### src/rtl/alu_pipe_n.sv
// Pipelined ALU with valid/ready on both sides. Stage 0 computes and later stages are register slices.
// Define ALU_FLAGS_EN to add the {N,Z,C,V} flags port, which is carried alongside each result.
module alu_pipe_n #(
    parameter int WIDTH  = 8,
    parameter int STAGES = 2
) (
    input  logic             clk,
    input  logic             rst,
    input  logic             in_valid,
    output logic             in_ready,
    input  logic [WIDTH-1:0] a,
    input  logic [WIDTH-1:0] b,
    input  logic [2:0]       sel,
    output logic             out_valid,
    input  logic             out_ready,
`ifdef ALU_FLAGS_EN
    output logic [3:0]       flags,
`endif
    output logic [WIDTH:0]   result
);

`ifdef ALU_FLAGS_EN
    localparam int PW = WIDTH + 5;
`else
    localparam int PW = WIDTH + 1;
`endif

    function automatic logic [WIDTH:0] alu_calc(input logic [WIDTH-1:0] x,
                                                input logic [WIDTH-1:0] y,
                                                input logic [2:0]       op);
        logic [WIDTH:0] r;
        r = '0;
        case (op)
            3'd0: r = {1'b0, x} + {1'b0, y};
            3'd1: r = {1'b0, x} - {1'b0, y};   // top bit becomes the borrow
            3'd2: r = {1'b0, x & y};
            3'd3: r = {1'b0, x | y};
            3'd4: r = {1'b0, x ^ y};
            3'd5: r = {1'b0, ~x};
            3'd6: r = {x, 1'b0};
            3'd7: r = {x[0], 1'b0, x[WIDTH-1:1]};
            default: r = '0;
        endcase
        return r;
    endfunction

`ifdef ALU_FLAGS_EN
    function automatic logic [3:0] alu_flags(input logic [WIDTH-1:0] x,
                                             input logic [WIDTH-1:0] y,
                                             input logic [2:0]       op,
                                             input logic [WIDTH:0]   r);
        logic signed [WIDTH-1:0] xs;
        logic signed [WIDTH-1:0] ys;
        logic signed [WIDTH-1:0] rs;
        logic                    v;
        xs = x;
        ys = y;
        rs = r[WIDTH-1:0];
        v  = 1'b0;
        if (op == 3'd0)
            v = ((xs < 0) == (ys < 0)) && ((rs < 0) != (xs < 0));
        else if (op == 3'd1)
            v = ((xs < 0) != (ys < 0)) && ((rs < 0) != (xs < 0));
        return {r[WIDTH-1], (r[WIDTH-1:0] == '0), r[WIDTH], v};
    endfunction
`endif

    logic [STAGES-1:0] vld_p;
    logic [STAGES-1:0] rdy;
    logic [PW-1:0]     pay_p [STAGES];
    logic [WIDTH:0]    res_p0;
    logic [PW-1:0]     pay_in_p0;

    // stage 0: compute
    always_comb begin
        res_p0 = alu_calc(a, b, sel);
`ifdef ALU_FLAGS_EN
        pay_in_p0 = {alu_flags(a, b, sel, res_p0), res_p0};
`else
        pay_in_p0 = res_p0;
`endif
    end

    // A stage may load if the consumer is taking the tail or any slot at or below it is empty.
    for (genvar i = 0; i < STAGES; i++) begin : g_rdy
        assign rdy[i] = out_ready || !(&vld_p[STAGES-1:i]);
    end

    always_ff @(posedge clk or posedge rst) begin
        if (rst) begin
            vld_p <= '0;
            for (int i = 0; i < STAGES; i++)
                pay_p[i] <= '0;
        end else begin
            if (rdy[0]) begin
                vld_p[0] <= in_valid;
                if (in_valid)
                    pay_p[0] <= pay_in_p0;
            end
            // stages 1..STAGES-1: register slices
            for (int i = 1; i < STAGES; i++) begin
                if (rdy[i]) begin
                    vld_p[i] <= vld_p[i-1];
                    pay_p[i] <= pay_p[i-1];
                end
            end
        end
    end

    assign in_ready  = !rst && rdy[0];
    assign out_valid = vld_p[STAGES-1];
    assign result    = pay_p[STAGES-1][WIDTH:0];
`ifdef ALU_FLAGS_EN
    assign flags     = pay_p[STAGES-1][WIDTH+4:WIDTH+1];
`endif

endmodule
### config.mk
export PLATFORM = sky130hd
export DESIGN_NAME = alu_pipe_n
export DESIGN_NICKNAME = d
export VERILOG_FILES = /design/src/rtl/alu_pipe_n.sv
export SDC_FILE = /design/constraint.sdc
export NUM_CORES = 1
export LEC_CHECK = 0
export ABC_AREA = 1
export ABC_CLOCK_PERIOD_IN_PS = 2800
export BUFFER_PORTS_ARGS = -buffer_cell sky130_fd_sc_hd__clkbuf_2
export CORE_MARGIN = 4
export CORE_UTILIZATION = 54
export DETAILED_ROUTE_END_ITERATION = 6
export PLACE_DENSITY = 0.74
export RECOVER_POWER = 50
export SLEW_MARGIN = 10
export SYNTH_ARGS = -nofsm -noshare
export SYNTH_HDL_FRONTEND = slang
export SYNTH_SLANG_ARGS = --single-unit
export TNS_END_PERCENT = 1
### constraint.sdc
create_clock -name clk -period 2.8 [get_ports clk]
set_input_delay 0 -clock clk [delete_from_list [all_inputs] [get_ports clk]]
set_output_delay 0 -clock clk [all_outputs]
set_load 0.01 [all_outputs]
==> results of run 1 <==
layout make-up:
class	instances	area, sq um
clock buffers	3	41.29
fillers	385	1436
inverters	53	198.9
multi-input cells	238	1310
flip-flops and latches	20	500.5
well taps	48	60.06
repair buffers	35	168.9
cells in the mapped netlist (all sizes together), types with 2 or more instances:
| library cell | instances | area, sq um |
|---|---|---|
| a21oi | 15 | 75.07 |
| buf | 12 | 85.08 |
| nand2 | 97 | 366.6 |
| nor2 | 34 | 132.6 |
| or2 | 5 | 31.28 |
| o21ai | 9 | 45.04 |
| ha | 25 | 312.8 |
| dfrtp | 20 | 500.5 |
| inv | 52 | 195.2 |
| nor3 | 2 | 15.01 |
| o22ai | 7 | 43.79 |
| nand4 | 10 | 62.56 |
| xor2 | 6 | 52.55 |
| nand3b | 4 | 30.03 |
| nand3 | 22 | 115.1 |
metrics by stage:
step	utilization, %	worst slack [ns]	cell area (sq um)
2_1_floorplan	-	0.9822	2098
3_3_place_gp	60.34	0.6965	2242
3_5_place_dp	60.34	0.6504	2242
4_1_cts	61.72	0.9120	2293
5_1_grt	61.35	0.6190	2280
6_report	61.35	0.8991	2280
metal layers:
layer	track usage (%)	share of wire [%]	wire length, microns
met2	35.65	47	2234
met5	0	0	0
met3	2.302	5.8	277
met4	6.383	1.3	62
met1	26.63	46	2216
cell families after synthesis:
| family | count (synthesis) | synth area share, % |
|---|---|---|
| compound gates | 32 | 8.169 |
| flops | 20 | 23.85 |
| simple gates | 174 | 35.90 |
| xor+xnor | 6 | 2.504 |
| fa+ha+maj | 26 | 15.86 |
| buf+inv | 66 | 13.71 |
power breakdown:
part | internal [mW] | switching [mW]
clock | 0.0954 | 0.0811
combinational | 0.141 | 0.243
sequential | 0.351 | 0.0314
worst register-to-register path: cells and delay by family (launching register included):
family | cells | cell delay [ns]
flip-flops | 1 | 0.35
AND/OR/NAND/NOR | 6 | 0.74
buffers and inverters | 4 | 0.52
cell usage in the layout (no fill, tap or decap), drive strengths merged, types with 5 or more instances in the layout:
| cell type | synthesis | routed |
|---|---|---|
| nand4 | 10 | 10 |
| ha | 25 | 25 |
| dfrtp | 20 | 20 |
| o22ai | 7 | 7 |
| xor2 | 6 | 6 |
| a21oi | 15 | 15 |
| nand2 | 97 | 97 |
| nand3 | 22 | 22 |
| or2 | 5 | 5 |
| o21ai | 9 | 9 |
| nor2 | 34 | 34 |
| clkbuf | 1 | 36 |
| inv | 52 | 52 |
flip-flops by register name (all words and copies together), names as in the netlist:
signal and count:
result 9, vld_p 2, pay_p 9
path summary, 6_finish.rpt:
| check | startpoint | endpoint |
|---|---|---|
| worst min-delay path | a[0] | pay_p[9] |
| worst max register to register | vld_p[1] | pay_p[10] |
| min in group asynchronous | rst | pay_p[12] |
| worst max-delay path | sel[2] | pay_p[17] |
| max in group asynchronous | rst | result[3] |
| worst min register to register | pay_p[9] | result[0] |
==> flow_metrics.env, run 1 <==
export IMPL_whs_path_depth=4
export IMPL_number_of_enable_type_register_cells_in_the_synthesized_netlist=0
export IMPL_critPathRequiredTime_ns=2.98
export IMPL_normalized_max_slew_margin_pct=51.64
export IMPL_setup_viol_count_final=0
export IMPL_fp_dieArea_sq_mm=0.004947
export IMPL_fin_skew_ns=0.003826
export IMPL_drc_errors=0
export IMPL_hold_slack_ns=0.1601
export IMPL_criticalPathCategory="input pin to register"
export IMPL_dr_total_vias=2033
export IMPL_buffers_and_inverters_on_the_worst_path=4
export IMPL_htree_levels=1
export IMPL_critical_path_slowest_cell="sky130_fd_sc_hd__nor3_2"
export IMPL_ff2ff_setup_slack_ns=1.09
export IMPL_outcome="finished, final reports clean"
export IMPL_unrepaired_setup_endpoints_after_global_routing="no"
export IMPL_achievable_clock_frequency_ghz=0.5261
export IMPL_timing_final_max_slew_violations=0
export IMPL_synth_seq_area_share_pct=23.85
export IMPL_worst_r2r_path_depth=10
export IMPL_core_region_area_sq_mm=0.003716
export IMPL_setup_tns_ns=0
export IMPL_post_route_min_period_ns=1.901
export IMPL_clock_sinks=20
export IMPL_yosys_warnings=0
export IMPL_final_routed_wirelength_microns=4791
export IMPL_clk_pin_slew_ns=0.07
export IMPL_drive_gt1_share_pct=11.75
export IMPL_critical_path_cell_chain="clkbuf_2, nor3_2, inv_2, nand2_2, o21ai_1, xor2_1, inv_1, ha_1, nand2_1, inv_1, a21oi_1, nand2_1, nand2_1, nand3_1, a21oi_1"
export IMPL_detail_route_wl_per_cell_microns=12.07
export IMPL_end_kind="register"
export IMPL_path_delay_family="simple AND/OR/NAND/NOR gates"
export IMPL_number_of_buffers_added_by_the_clock_tree_synthesis_step=3
export IMPL_cp_depth=15
export IMPL_cts_tree="yes"
export IMPL_starting_density_of_the_core_pct=56.46
export IMPL_chipWidth_microns=70.34
export IMPL_grt_pass1_wl_microns=8397
export IMPL_worst_slew_pin_transition_ns=0.7247
export IMPL_timing_critical_path_arrival_ns=2.08
export IMPL_cts_buffer_depth=2
export IMPL_vdd_ir_drop_max_uv=149.2
export IMPL_grt_max_degree=21
export IMPL_final_hold_violation_count=0
export IMPL_postSynthNetCount=373
export IMPL_number_of_antenna_violations_at_the_first_check_in_global_routing=0
export IMPL_stdcell_count=397
export IMPL_io_buffers=33
export IMPL_resized_after_cts=0
export IMPL_synthesis_area_sq_mm=0.002098
export IMPL_areaGrowthSynthToFinish_pct=8.647
export IMPL_cell_pwr_density_mw_per_mm2=413.5
export IMPL_clock_latency_ns=0.25
export IMPL_route_detailed_vias_per_inst=5.121
export IMPL_cp_start_kind="input pin"
export IMPL_clock_root_buffer="sky130_fd_sc_hd__clkbuf_8"
export IMPL_cpPeakStageDelay_ns=0.34
export IMPL_die_height_microns=70.34
export IMPL_synth_seq_cells=20
export IMPL_global_route_usage_total_pct=20.62
export IMPL_row_count=22
export IMPL_power_consumption_mw=0.9427
export IMPL_min_path_type="input pin to register"
export IMPL_dr_first_iter_drc_count=103
export IMPL_total_iterations_of_the_first_detailed_routing_run=4
export IMPL_maxCapViolations=0
export IMPL_finalNetCount=400
export IMPL_final_wtd_congestion=0.9232
export IMPL_ioPinCount=34
export IMPL_async_flop_share_pct=100.0
export IMPL_yosysUniqueCellTypes=26
export IMPL_worstPathMaxFanout=15
export IMPL_cpMostUsedCell="sky130_fd_sc_hd__nand2_1"
export IMPL_fin_crit_sh_pct=67.89
export IMPL_placed_cells=393
export IMPL_global_route_overflow_total=0
export IMPL_place_hpwl_microns=3849
export IMPL_post_route_antenna_net_violation_count=0
export IMPL_synthesis_area_per_instance_sq_um=6.476
export IMPL_number_of_setup_buffers_added_after_cts=0
export IMPL_ys_flop_type="sky130_fd_sc_hd__dfrtp_1"
export IMPL_cellLeakagePower_nw=1.338
export IMPL_antenna_diode_count=0
export IMPL_postCtsHoldBufs=1
export IMPL_synthesis_instances=324
export IMPL_grt_pass1_vias=1889
No activity file was read; power rests on OpenSTA's default activity.
==> run 2: changes to the inputs <==
--- a/config.mk
+++ b/config.mk
@@ -6,10 +6,10 @@
 export NUM_CORES = 1
 export LEC_CHECK = 0
 export ABC_AREA = 1
-export ABC_CLOCK_PERIOD_IN_PS = 2800
+export ABC_CLOCK_PERIOD_IN_PS = 1700
 export BUFFER_PORTS_ARGS = -buffer_cell sky130_fd_sc_hd__clkbuf_2
 export CORE_MARGIN = 4
-export CORE_UTILIZATION = 54
+export CORE_UTILIZATION = 52
 export DETAILED_ROUTE_END_ITERATION = 6
 export PLACE_DENSITY = 0.74
 export RECOVER_POWER = 50
==> constraint.sdc (replaced) <==
create_clock -name clk -period 1.7 [get_ports clk]
set_input_delay 0 -clock clk [delete_from_list [all_inputs] [get_ports clk]]
set_output_delay 0 -clock clk [all_outputs]
set_load 0.01 [all_outputs]
==> run 2 against run 1 <==
Against the previous run:
- register-to-register slack worse by 0.82 ns
- clock skew down 0.0014 ns
- first-iteration DRC count up 14%
- cell count up 6.8%
- largest cell class unchanged
- critical path depth unchanged
- sequential power up 65%
- largest power group unchanged
==> flow_metrics.env, run 2 (synthesized netlist as in run 1, its figures left out) <==
export IMPL_total_iterations_of_the_first_detailed_routing_run=4
export IMPL_chipWidth_microns=71.52
export IMPL_finish_utilization_pct=70.80
export IMPL_fin_crit_sh_pct=94.24
export IMPL_cts_buffer_depth=2
export IMPL_grt_pass1_wl_microns=8907
export IMPL_buffers_and_inverters_on_the_worst_path=4
export IMPL_ioPinCount=34
export IMPL_cellLeakagePower_nw=1.488
export IMPL_grt_max_degree=21
export IMPL_cp_start_kind="input pin"
export IMPL_cts_tree="yes"
export IMPL_fin_skew_ns=0.002417
export IMPL_dr_total_vias=2251
export IMPL_dr_first_iter_drc_count=117
export IMPL_placed_cells=417
export IMPL_most_common_cell_after_layout_fill_and_taps_aside="sky130_fd_sc_hd__nand2_1"
export IMPL_drive_gt1_share_pct=25.53
export IMPL_stdcell_count=424
export IMPL_critical_path_slowest_cell="sky130_fd_sc_hd__nor3_4"
export IMPL_core_region_area_sq_mm=0.003771
export IMPL_die_height_microns=71.52
export IMPL_grt_pass1_vias=1980
export IMPL_maxCapViolations=0
export IMPL_critical_path_cell_chain="clkbuf_2, nor3_4, inv_4, nand2_4, o21ai_2, xor2_1, inv_1, ha_4, nand2_1, inv_1, a21oi_2, nand2_1, nand2_1, nand3_2, a21oi_2"
export IMPL_final_hold_violation_count=0
export IMPL_timing_critical_path_arrival_ns=1.79
export IMPL_finalNetCount=426
export IMPL_final_routed_wirelength_microns=5726
export IMPL_row_count=22
export IMPL_number_of_antenna_violations_at_the_first_check_in_global_routing=0
export IMPL_cell_pwr_density_mw_per_mm2=676.7
export IMPL_achievable_clock_frequency_ghz=0.6242
export IMPL_post_dp_cell_area_sq_mm=0.002431
export IMPL_unrepaired_setup_endpoints_after_global_routing="yes"
export IMPL_finish_instance_area_sq_mm=0.002670
export IMPL_clk_pin_slew_ns=0.07
export IMPL_fp_dieArea_sq_mm=0.005115
export IMPL_place_hpwl_microns=4304
export IMPL_criticalPathCategory="input pin to register"
export IMPL_clock_root_buffer="sky130_fd_sc_hd__clkbuf_8"
export IMPL_timing_final_max_slew_violations=0
export IMPL_starting_density_of_the_core_pct=55.64
export IMPL_hold_slack_ns=0.03049
export IMPL_number_of_buffers_added_by_the_clock_tree_synthesis_step=3
export IMPL_antenna_diode_count=0
export IMPL_n_fill_cell=356
export IMPL_worstPathMaxFanout=7
export IMPL_post_route_min_period_ns=1.602
export IMPL_detail_route_wl_per_cell_microns=13.50
export IMPL_drc_errors=0
export IMPL_end_kind="register"
export IMPL_outcome="finished, final reports clean"
export IMPL_normalized_max_slew_margin_pct=50.80
export IMPL_layout_common_cells="sky130_fd_sc_hd__nand2_1 (90), sky130_fd_sc_hd__inv_1 (45), sky130_fd_sc_hd__nor2_1 (31), sky130_fd_sc_hd__buf_4 (27)"
export IMPL_route_detailed_vias_per_inst=5.309
export IMPL_min_path_type="input pin to register"
export IMPL_global_route_overflow_total=0
export IMPL_clock_sinks=20
export IMPL_areaGrowthSynthToFinish_pct=27.25
export IMPL_cpMostUsedCell="sky130_fd_sc_hd__nand2_1"
export IMPL_vdd_ir_drop_max_uv=479.2
export IMPL_critPathRequiredTime_ns=1.89
export IMPL_post_route_antenna_net_violation_count=0
export IMPL_global_route_usage_total_pct=21.27
export IMPL_path_delay_family="simple AND/OR/NAND/NOR gates"
export IMPL_cpPeakStageDelay_ns=0.28
export IMPL_setup_viol_count_final=0
export IMPL_clock_latency_ns=0.26
export IMPL_final_wtd_congestion=0.8723
export IMPL_worst_slew_pin_transition_ns=0.7371
export IMPL_htree_levels=1
export IMPL_io_buffers=33
-- run 2: power by group --
group / leakage, nW / internal (mW) / switching [mW] / total (mW)
clock: 0.0288 / 0.206 / 0.155 / 0.361
sequential: 0.239 / 0.577 / 0.0534 / 0.630
combinational: 1.22 / 0.336 / 0.479 / 0.816
-- run 2: path summary, 6_finish.rpt --
check / start / to / slack [ns] / depth (start not counted)
setup / recovery: sel[2] / pay_p[17] / 0.1 / 15
hold / removal: out_ready / vld_p[0] / 0.03 / 4
setup reg to reg: vld_p[1] / pay_p[10] / 0.27 / 9
hold reg to reg: result[2] / result[2] / 0.48 / 2
max in group asynchronous: rst / result[7] / 0.82 / 3
min in group asynchronous: rst / result[3] / 0.42 / 3
-- run 2: tightest hold or removal path: stages --
cell and delay [ns]:
sky130_fd_sc_hd__clkbuf_2 0.07, sky130_fd_sc_hd__nor2_1 0.05, sky130_fd_sc_hd__nand2_1 0.07, sky130_fd_sc_hd__nand2_1 0.06
-- run 2: repair_timing --
item	CTS	global route
setup endpoints to repair	1	7
hold buffers	1	0
gates resized for setup	1	42
buffers inserted	0	2
pin swaps	0	19
endpoints found under the hold margin	20	0
-- run 2: per-layer routing --
layer  share of wire (%)  up-vias  global-route usage [%]  wire [microns]
met3                 5.4        6                   3.086             311
met2                  49       73                   35.00            2823
met1                  44     1050                   30.17            2532
met5                   0        -                       0               0
li1                    -     1122                       -               -
met4                 1.0        0                   3.340              59
-- run 2: area by class of cell --
class / instances / area [sq um] / share of cell area (%)
Inverter: 53 / 206.4 / 7.732
Sequential cell: 20 / 500.5 / 18.74
Tap cell: 48 / 60.06 / 2.249
Clock buffer: 4 / 55.05 / 2.062
Timing Repair Buffer: 61 / 374.1 / 14.01
Multi-Input combinational cell: 238 / 1474 / 55.20
-- run 2: metrics by stage --
| step | worst slack (ns) | setup TNS (ns) | power (mW) |
|---|---|---|---|
| floorplan | -0.008476 | -0.008476 | 1.151 |
| global placement | -0.1956 | -1.137 | 1.338 |
| detailed placement | -0.2682 | -1.515 | 1.360 |
| CTS | 0.004628 | 0 | 1.721 |
| global route | -0.04300 | -0.1059 | 1.941 |
| finish | 0.09797 | 0 | 1.807 |
